**config.mk**
```make
export PLATFORM = sky130hd
export DESIGN_NAME = maq_ms
export DESIGN_NICKNAME = d
export VERILOG_FILES = /design/src/rtl/maq_ms.sv
export SDC_FILE = /design/constraint.sdc
export NUM_CORES = 1
export LEC_CHECK = 0
export CAP_MARGIN = 40
export CORE_MARGIN = 3
export CORE_UTILIZATION = 25
export CTS_CLUSTER_DIAMETER = 150
export CTS_CLUSTER_SIZE = 30
export DETAILED_ROUTE_END_ITERATION = 7
export GPL_TIMING_DRIVEN = 0
export PLACE_DENSITY = 0.42
export SLEW_MARGIN = 20
export SYNTH_ARGS = -nofsm -noshare
export SYNTH_HDL_FRONTEND = slang
export SYNTH_SLANG_ARGS = --single-unit
```
**constraint.sdc**
```tcl
create_clock -name maqms_clock -period 1.9 [get_ports maqms_clock]
set_clock_uncertainty 0.05 [all_clocks]
set_input_delay 0.19 -clock maqms_clock [delete_from_list [all_inputs] [get_ports maqms_clock]]
set_output_delay 0.19 -clock maqms_clock [all_outputs]
set_load 0.005 [all_outputs]
```
**src/rtl/maq_ms.sv**
```systemverilog
// maq_ms: minutes/seconds BCD timekeeper with a 1 Hz prescaler, button-driven set mode and hour carry.
// Optional button debounce is built in when MAQMS_DEBOUNCE_EN is defined.
module maq_ms #(
  parameter int unsigned TICK_DIV   = 50000000,
  parameter int unsigned DEB_CYCLES = 500000
) (
  input  logic       maqms_clock,
  input  logic       maqms_reset,
  input  logic       maqms_mode,
  input  logic       maqms_inc,
  output logic [3:0] maqms_sec_uni,
  output logic [2:0] maqms_sec_dez,
  output logic [3:0] maqms_min_uni,
  output logic [2:0] maqms_min_dez,
  output logic       maqms_carry,
  output logic [1:0] maqms_state
);

  localparam int unsigned PW = $clog2(TICK_DIV);

  typedef enum logic [1:0] {
    ST_RUN     = 2'd0,
    ST_SET_MIN = 2'd1,
    ST_SET_SEC = 2'd2
  } state_t;

  if (TICK_DIV < 2 || DEB_CYCLES < 1) begin : g_param_check
    $error("maq_ms: TICK_DIV must be >= 2 and DEB_CYCLES >= 1");
  end

  function automatic logic uni_wrap(input logic [3:0] u);
    return u >= 4'd9;
  endfunction

  function automatic logic [3:0] uni_next(input logic [3:0] u);
    return (u >= 4'd9) ? 4'd0 : u + 4'd1;
  endfunction

  function automatic logic dez_wrap(input logic [2:0] d);
    return d >= 3'd5;
  endfunction

  function automatic logic [2:0] dez_next(input logic [2:0] d);
    return (d >= 3'd5) ? 3'd0 : d + 3'd1;
  endfunction

  // Button conditioning: bit 0 is mode, bit 1 is inc
  logic [1:0] sync1;
  logic [1:0] sync2;
  logic [1:0] lvl;
  logic [1:0] prev;
  logic [1:0] press;
  logic       mode_p;
  logic       inc_p;

  always_ff @(posedge maqms_clock or negedge maqms_reset) begin
    if (!maqms_reset) begin
      sync1 <= '0;
      sync2 <= '0;
    end else begin
      sync1 <= {maqms_inc, maqms_mode};
      sync2 <= sync1;
    end
  end

`ifdef MAQMS_DEBOUNCE_EN
  localparam int unsigned DW = $clog2(DEB_CYCLES + 1);

  logic [DW-1:0] deb_cnt [2];
  logic [1:0]    deb_lvl;

  // A new synchronized level must persist DEB_CYCLES samples before it is accepted
  always_ff @(posedge maqms_clock or negedge maqms_reset) begin
    if (!maqms_reset) begin
      deb_cnt[0] <= '0;
      deb_cnt[1] <= '0;
      deb_lvl    <= '0;
    end else begin
      for (int i = 0; i < 2; i++) begin
        if (sync2[i] == deb_lvl[i]) begin
          deb_cnt[i] <= '0;
        end else if (deb_cnt[i] == DW'(DEB_CYCLES - 1)) begin
          deb_lvl[i] <= sync2[i];
          deb_cnt[i] <= '0;
        end else begin
          deb_cnt[i] <= deb_cnt[i] + 1'b1;
        end
      end
    end
  end

  assign lvl = deb_lvl;
`else
  assign lvl = sync2;
`endif

  always_ff @(posedge maqms_clock or negedge maqms_reset) begin
    if (!maqms_reset) begin
      prev <= '0;
    end else begin
      prev <= lvl;
    end
  end

  assign press  = lvl & ~prev;
  assign mode_p = press[0];
  assign inc_p  = press[1];

  // Mode FSM
  state_t state_q;
  state_t state_d;
  logic   run_en;
  logic   min_set_en;
  logic   sec_set_en;

  always_ff @(posedge maqms_clock or negedge maqms_reset) begin
    if (!maqms_reset) begin
      state_q <= ST_RUN;
    end else begin
      state_q <= state_d;
    end
  end

  always_comb begin
    state_d = state_q;
    if (mode_p) begin
      case (state_q)
        ST_RUN:     state_d = ST_SET_MIN;
        ST_SET_MIN: state_d = ST_SET_SEC;
        default:    state_d = ST_RUN;
      endcase
    end
  end

  always_comb begin
    run_en     = 1'b0;
    min_set_en = 1'b0;
    sec_set_en = 1'b0;
    case (state_q)
      ST_RUN:     run_en     = 1'b1;
      ST_SET_MIN: min_set_en = 1'b1;
      ST_SET_SEC: sec_set_en = 1'b1;
      default:    ;
    endcase
  end

  assign maqms_state = state_q;

  // Timekeeping datapath
  logic [PW-1:0] presc;
  logic          tick;
  logic          sec_roll;
  logic          min_roll;
  logic          inc_min;
  logic          inc_sec;
  logic          sec_step;
  logic          min_step;

  assign tick     = run_en && (presc == PW'(TICK_DIV - 1));
  assign sec_roll = uni_wrap(maqms_sec_uni) && dez_wrap(maqms_sec_dez);
  assign min_roll = uni_wrap(maqms_min_uni) && dez_wrap(maqms_min_dez);
  // A mode press in the same cycle swallows the increment
  assign inc_min  = min_set_en && inc_p && !mode_p;
  assign inc_sec  = sec_set_en && inc_p && !mode_p;
  assign sec_step = tick || inc_sec;
  assign min_step = (tick && sec_roll) || inc_min;

  // Prescaler frozen at 0 outside RUN and restarted on any mode change
  always_ff @(posedge maqms_clock or negedge maqms_reset) begin
    if (!maqms_reset) begin
      presc <= '0;
    end else if (!run_en || mode_p || tick) begin
      presc <= '0;
    end else begin
      presc <= presc + 1'b1;
    end
  end

  always_ff @(posedge maqms_clock or negedge maqms_reset) begin
    if (!maqms_reset) begin
      maqms_sec_uni <= '0;
      maqms_sec_dez <= '0;
      maqms_min_uni <= '0;
      maqms_min_dez <= '0;
      maqms_carry   <= 1'b0;
    end else begin
      if (sec_step) begin
        maqms_sec_uni <= uni_next(maqms_sec_uni);
        if (uni_wrap(maqms_sec_uni)) begin
          maqms_sec_dez <= dez_next(maqms_sec_dez);
        end
      end
      if (min_step) begin
        maqms_min_uni <= uni_next(maqms_min_uni);
        if (uni_wrap(maqms_min_uni)) begin
          maqms_min_dez <= dez_next(maqms_min_dez);
        end
      end
      maqms_carry <= tick && sec_roll && min_roll;
    end
  end

endmodule

```
Word level (Yosys, flattened, before mapping) --
Index checks and enable logic that the tools add are counted.
Storage, ports and cells: flip-flop bits (word level) 49, bits of input ports 4, output and inout port bits 17, word-level logic and storage cells 51
Cells by class: $add $sub $neg 5, $lt $le $gt $ge 4, equal/unequal tests 3, mux-type cells 9, bitwise logic cells 2, reductions and logical operators 18
Operators by type and width (number):
- adder 26 x 1 -> 26 bit (second input constant) | 1
- equality test 26 bit (second input constant) | 1
- 2-to-1 mux 26 bit | 1
- logical AND 1 bit | 9
- adder 4 x 1 -> 4 bit (second input constant) | 2
- >= comparator 4 bit (second input constant) | 2
- 2-to-1 mux 4 bit | 2
- adder 3 x 1 -> 3 bit (second input constant) | 2
- >= comparator 3 bit (second input constant) | 2
- 2-to-1 mux 3 bit | 2
- logical OR 1 bit | 4
- case mux 2 bit (2 select lines) | 1
- AND reduction 2 bit | 2
- 2-to-1 mux 1 bit | 3
- AND 2 bit | 1
- equality test 2 x 1 -> 1 bit (second input constant) | 1
- equality test 2 bit (second input constant) | 1
- logical NOT 1 bit | 2
- logical NOT 2 bit | 1
- NOT 2 bit | 1

Longest topological paths before layout --
Gate-level depths: netlist of run 1.
depth in word-level cells 6, gate-level depth with buffers 7, mapped depth without buffers 7

Worst setup path after synthesis of run 1 --
OpenSTA, ideal clock, no wires.
path kind register to register, start point reg maqms_sec_uni[1], end point reg maqms_min_dez[0], library setup time 125 ps, data arrival time 1895 ps, data required time 1725 ps, path slack -170 ps, cell stages (with the launch flop) 7, path buffers 0, path through dfrtp_1 > inv_1 > ha_1 > o311ai_0 > nor4_4 > o21ai_2 > mux2_4
On the way: longest elaborated chain between the ends 5
RTL lines:
- start: declaration | RTL line 11 | output logic [3:0] maqms_sec_uni,
- start signal: assignment | RTL line 188 | maqms_sec_uni <= uni_next(maqms_sec_uni);
- >= comparator 4 bit | RTL line 32 | return u >= 4'd9;
- logical AND 1 bit | RTL line 160 | assign sec_roll = uni_wrap(maqms_sec_uni) && dez_wrap(maqms_sec_dez);
- logical AND 1 bit | RTL line 166 | assign min_step = (tick && sec_roll) || inc_min;
- logical OR 1 bit | RTL line 166
- AND reduction 2 bit (no line)
- end signal: assignment | RTL line 196 | maqms_min_dez <= dez_next(maqms_min_dez);
- end: declaration | RTL line 14 | output logic [2:0] maqms_min_dez,
Every way passes these cells. A chain may end at the register's enable or synchronous reset.

Worst setup path in the final report of run 1 --
start point reg presc[1], end point reg presc[22]
On the way: longest elaborated chain between the ends 4, elaborated cells between the ends (all ways) 5, classes of those cells add/sub (1); eq/ne (1); mux (1); reduce/logical (2)
RTL lines:
- start: declaration | RTL line 150 | logic [PW-1:0] presc;
- start signal: assignment | RTL line 175 | presc <= presc + 1'b1;
- parallel branches: the longest is 3 deep, another holds adder 26 x 1 -> 26 bit
- 2-to-1 mux 26 bit (*) | RTL line 172 | end else if (!run_en || mode_p || tick) begin
Mark *: on every way between the ends.

==> report_table.html, run 1 <==
<table>
<tr><th>Metric</th><th>Value</th></tr>
<tr><th colspan="2">Worst setup path</th></tr>
<tr><td>Type of the setup path with the least slack</td><td>reg2reg</td></tr>
<tr><td>Slowest stage delay, CP</td><td>0.54 ns</td></tr>
<tr><td>Critical path, cell by cell</td><td>ha_2, nand4_1, or4_4, or2_4, nand3_4, clkbuf_16, nor2_2</td></tr>
<tr><td>Worst-path maximum fanout</td><td>6</td></tr>
<tr><td>Max stage delay cell, worst path</td><td>sky130_fd_sc_hd__or4_4</td></tr>
<tr><td>Buf+Inv Stages, Crit Path</td><td>1</td></tr>
<tr><td>CP arrival</td><td>2.18 ns</td></tr>
<tr><td>Critical Path RT</td><td>2.04 ns</td></tr>
<tr><td>Worst setup EP type</td><td>register</td></tr>
<tr><td>Critical path startpoint category</td><td>register</td></tr>
<tr><td>Cell class contributing the biggest share of worst-path delay</td><td>simple AND/OR/NAND/NOR gates</td></tr>
<tr><th colspan="2">Clocking</th></tr>
<tr><td>Clock network latency to the later pin of the worst-skew pair</td><td>0.30 ns</td></tr>
<tr><td>TritonCTS clock tree</td><td>done</td></tr>
<tr><td>CTS H-Tree Depth</td><td>2</td></tr>
<tr><td>Clock-pin transition on the worst setup and hold timing paths</td><td>0.09 ns</td></tr>
<tr><td>Clock sink count</td><td>49</td></tr>
<tr><td>CTS Buf Count</td><td>5</td></tr>
<tr><td>Clk root buf</td><td>sky130_fd_sc_hd__clkbuf_8</td></tr>
<tr><td>Maximum root-to-sink buffer count</td><td>2</td></tr>
<tr><th colspan="2">Logic synthesis</th></tr>
<tr><td>Synthesized net count</td><td>255</td></tr>
<tr><td>Sequential cell area fraction in the yosys report</td><td>48.42%</td></tr>
<tr><td>Synthesized area per cell</td><td>10.55 um2</td></tr>
<tr><td>Number of library cell types mapped by synthesis</td><td>50</td></tr>
<tr><td>Number of standard cells after synthesis</td><td>240</td></tr>
<tr><td>Share of flip-flops with an asynchronous set or reset</td><td>100.0%</td></tr>
<tr><td>Cell Area, Synth</td><td>0.002532 mm2</td></tr>
<tr><td>Yosys reg bits</td><td>49</td></tr>
<tr><td>Most common flop cell mapped by yosys</td><td>sky130_fd_sc_hd__dfrtp_1</td></tr>
<tr><td>Number of enable flip-flop cells after synthesis</td><td>0</td></tr>
<tr><td>Yosys warnings</td><td>0</td></tr>
<tr><th colspan="2">Die</th></tr>
<tr><td>Floorplan core area</td><td>0.009819 mm2</td></tr>
<tr><td>Row count</td><td>36</td></tr>
<tr><td>Number of ports placed on the die boundary</td><td>21</td></tr>
<tr><td>Initial standard-cell utilization of the core</td><td>25.79%</td></tr>
<tr><td>Die Width</td><td>106.6 um</td></tr>
<tr><td>Height of the die</td><td>106.6 um</td></tr>
<tr><td>Floorplan die area</td><td>0.01137 mm2</td></tr>
<tr><th colspan="2">Layout</th></tr>
<tr><td>Fraction of the core area covered by cells at the end of the flow</td><td>34.72%</td></tr>
<tr><td>Post-layout nets</td><td>310</td></tr>
<tr><td>Layout overhead on the synthesized area</td><td>34.63%</td></tr>
<tr><td>Proportion of layout cells with a drive suffix above 1</td><td>32.99%</td></tr>
<tr><td>Number of diodes added for antenna fixing</td><td>0</td></tr>
<tr><th colspan="2">Global routing</th></tr>
<tr><td>Global-route usage over all layers</td><td>10.35%</td></tr>
<tr><td>Global-route congestion overflow total</td><td>0</td></tr>
<tr><td>Maximum number of pins on one net before global-route repair</td><td>50</td></tr>
<tr><td>First-pass GRT wire length</td><td>9459 um</td></tr>
<tr><td>Antenna violations before repair</td><td>0</td></tr>
<tr><td>Number of global-route vias before repair</td><td>1896</td></tr>
<tr><th colspan="2">Power and ir drop</th></tr>
<tr><td>IR drop worst, VDD</td><td>0.0003058 V</td></tr>
<tr><td>Clock share of power</td><td>23.3%</td></tr>
<tr><td>Net Sw Power</td><td>0.7980 mW</td></tr>
<tr><td>P_int</td><td>1.723 mW</td></tr>
<tr><td>Part of the total power dissipated in combinational logic</td><td>27.7%</td></tr>
<tr><td>Flop pwr share</td><td>49.1%</td></tr>
<tr><td>Share of total power consumed by net switching</td><td>31.65%</td></tr>
<tr><td>Static Leakage</td><td>1.367 nW</td></tr>
<tr><td>Pwr dens</td><td>739.5 mW/mm2</td></tr>
<tr><th colspan="2">Placed design</th></tr>
<tr><td>Worst setup slack before clock tree synthesis</td><td>-0.3435 ns</td></tr>
<tr><td>Port bufs</td><td>20</td></tr>
<tr><td>Final weighted congestion of routability-driven global placement</td><td>0.7451</td></tr>
<tr><td>Detail Placement HPWL</td><td>3536 um</td></tr>
<tr><th colspan="2">Timing</th></tr>
<tr><td>Highest attainable clock frequency</td><td>0.4897 GHz</td></tr>
<tr><td>Worst-case headroom to the max-slew limit</td><td>57.89%</td></tr>
<tr><td>Final setup violation count</td><td>35</td></tr>
<tr><td>RSZ-0062 raised after global routing</td><td>true</td></tr>
<tr><td>Pins over their slew limit</td><td>0</td></tr>
<tr><td>Final setup margin</td><td>-0.1419 ns</td></tr>
<tr><td>Worst Tran Pin Value</td><td>0.6316 ns</td></tr>
<tr><td>Final worst-path cycle share</td><td>107.5%</td></tr>
<tr><td>Final Hold Fails</td><td>0</td></tr>
<tr><td>Post-layout min period</td><td>2.042 ns</td></tr>
<tr><th colspan="2">Detailed routing</th></tr>
<tr><td>First-pass DRT Iterations</td><td>4</td></tr>
<tr><td>Total length of routed wires</td><td>5560 um</td></tr>
<tr><td>Remaining DRCs</td><td>0</td></tr>
<tr><td>Detailed-route via count</td><td>1914</td></tr>
<tr><td>Drt wl/cell</td><td>13.02 um</td></tr>
<tr><td>Starting DRT DRC Count</td><td>58</td></tr>
<tr><td>Via density per instance</td><td>4.482</td></tr>
<tr><td>Antenna Nets Post-Route</td><td>0</td></tr>
<tr><th colspan="2">Run</th></tr>
<tr><td>Max-cap violations</td><td>0</td></tr>
<tr><th colspan="2">Outcome</th></tr>
<tr><td>Failing checks</td><td>setup timing</td></tr>
<tr><td>Outcome</td><td>finished, violations left</td></tr>
<tr><th colspan="2">Worst hold path</th></tr>
<tr><td>Worst min-delay path class</td><td>in2reg</td></tr>
</table>
synth_stat cells (4+ instances only):
| library cell | count | share of area, % |
|---|---|---|
| sky130_fd_sc_hd__nand3_1 | 9 | 1.8 |
| sky130_fd_sc_hd__ha_1 | 11 | 5.4 |
| sky130_fd_sc_hd__nand2_1 | 15 | 2.2 |
| sky130_fd_sc_hd__xor2_1 | 9 | 3.1 |
| sky130_fd_sc_hd__nor3_1 | 7 | 1.4 |
| sky130_fd_sc_hd__dfrtp_1 | 49 | 48 |
| sky130_fd_sc_hd__mux2_4 | 4 | 2.4 |
| sky130_fd_sc_hd__nand4_1 | 9 | 2.2 |
| sky130_fd_sc_hd__o21ai_0 | 5 | 0.99 |
| sky130_fd_sc_hd__nor2_1 | 40 | 5.9 |
| sky130_fd_sc_hd__and4_1 | 6 | 2.1 |
| sky130_fd_sc_hd__inv_1 | 12 | 1.8 |
| sky130_fd_sc_hd__xnor2_1 | 15 | 5.2 |
layout make-up:
class	instances	area, um2
Inverter	12	45.04
Sequential cell	49	1235
Timing Repair Buffer	48	436.7
Clock buffer	5	68.82
Tap cell	133	166.4
Multi-Input combinational cell	176	1421
Fill cell	1019	6410
Clock inverter	1	5.005
Buffer	3	31.28
flip-flops by register name, indices dropped and copies added (netlist names), 2 cells and up:
register       count
lvl                2
presc             26
maqms_sec_uni      4
maqms_min_dez      3
sync1              2
prev               2
maqms_min_uni      4
maqms_state        2
maqms_sec_dez      3
kinds of logic (layout without fill, tap and decap cells):
logic type / after synthesis / count (layout) / share of synthesized area [%]
fa+ha+maj: 11 / 11 / 5.435
buf+inv: 15 / 69 / 2.865
compound gates: 21 / 21 / 6.720
flops: 49 / 49 / 48.42
xor+xnor: 24 / 24 / 8.301
mux: 5 / 5 / 2.816
simple gates: 115 / 115 / 25.44
stage by stage:
stage	hold slack [ns]	instance area (um2)	power [mW]	TNS, ns	cells
2_1_floorplan	-0.1556	2542	1.511	-0.8717	240
3_3_place_gp	0.2828	2909	1.756	-60.24	393
3_5_place_dp	0.2226	2912	1.766	-9.639	394
4_1_cts	0.2825	3257	2.479	-3.304	424
5_1_grt	0.2834	3410	2.704	-6.510	427
6_report	0.2865	3410	2.521	-3.406	427
what timing repair did:
action | in CTS | in global routing
setup buffers | 22 | 2
hold endpoints to repair | 49 | 0
setup endpoints to repair | 41 | 41
hold buffers | 1 | 0
cloned | 1 | 1
gates resized for setup | 27 | 33
pin swaps | 25 | 13
worst reg2reg max path, delay by kind of cell, from the launching register on:
kind	cells	cell delay, ns
adder cells (fa/ha/maj)	1	0.19
flip-flops	1	0.37
buffers and inverters	1	0.19
AND/OR/NAND/NOR	5	1.12
final timing paths:
check                                 start                to  slack (ns)  cells past startpoint
worst max-delay path               presc[1]         presc[22]       -0.14                      7
worst min-delay path              maqms_inc          sync1[1]        0.29                      1
worst max register to register     presc[1]         presc[22]       -0.14                      7
worst min register to register     sync1[1]            lvl[1]        0.30                      0
max in group asynchronous       maqms_reset    maqms_state[0]        0.95                      2
min in group asynchronous       maqms_reset  maqms_min_dez[0]        0.40                      2
routing by layer:
| metal | up-vias | GRT usage (%) | wire, um |
|---|---|---|---|
| met2 | 25 | 16.37 | 2614 |
| li1 | 946 | - | - |
| met4 | 0 | 3.562 | 63 |
| met5 | - | 0 | 0 |
| met1 | 938 | 13.94 | 2674 |
| met3 | 5 | 2.348 | 207 |
power groups by stage:
stage | Clock (mW) | Sequential (mW) | Combinational [mW]
floorplan | 0 | 1.24 | 0.269
CTS | 0.623 | 1.24 | 0.620
global placement | 0 | 1.27 | 0.489
detailed placement | 0 | 1.27 | 0.498
finish | 0.587 | 1.24 | 0.698
global route | 0.665 | 1.26 | 0.783
placed cells by master, fill, tap and decap left out, drive strengths merged, types with 2 or more instances in the layout:
cell,count
and2,3
and4,6
buf,30
clkbuf,6
clkdlybuf4s50,19
dfrtp,49
ha,11
inv,12
mux2,5
nand2,15
nand2b,5
nand3,11
nand4,9
nor2,40
nor2b,2
nor3,7
nor4,4
nor4b,2
o21ai,7
o2bb2ai,3
o31ai,2
or2,2
or3,2
xnor2,15
xor2,9
(Power assumes the default switching activity.)
==> run 2, diff against run 1 <==
- CTS_CLUSTER_DIAMETER: 150 -> 40
==> results of run 2 <==
Same layout as run 1: the final DEF is identical, and so are final timing and power.
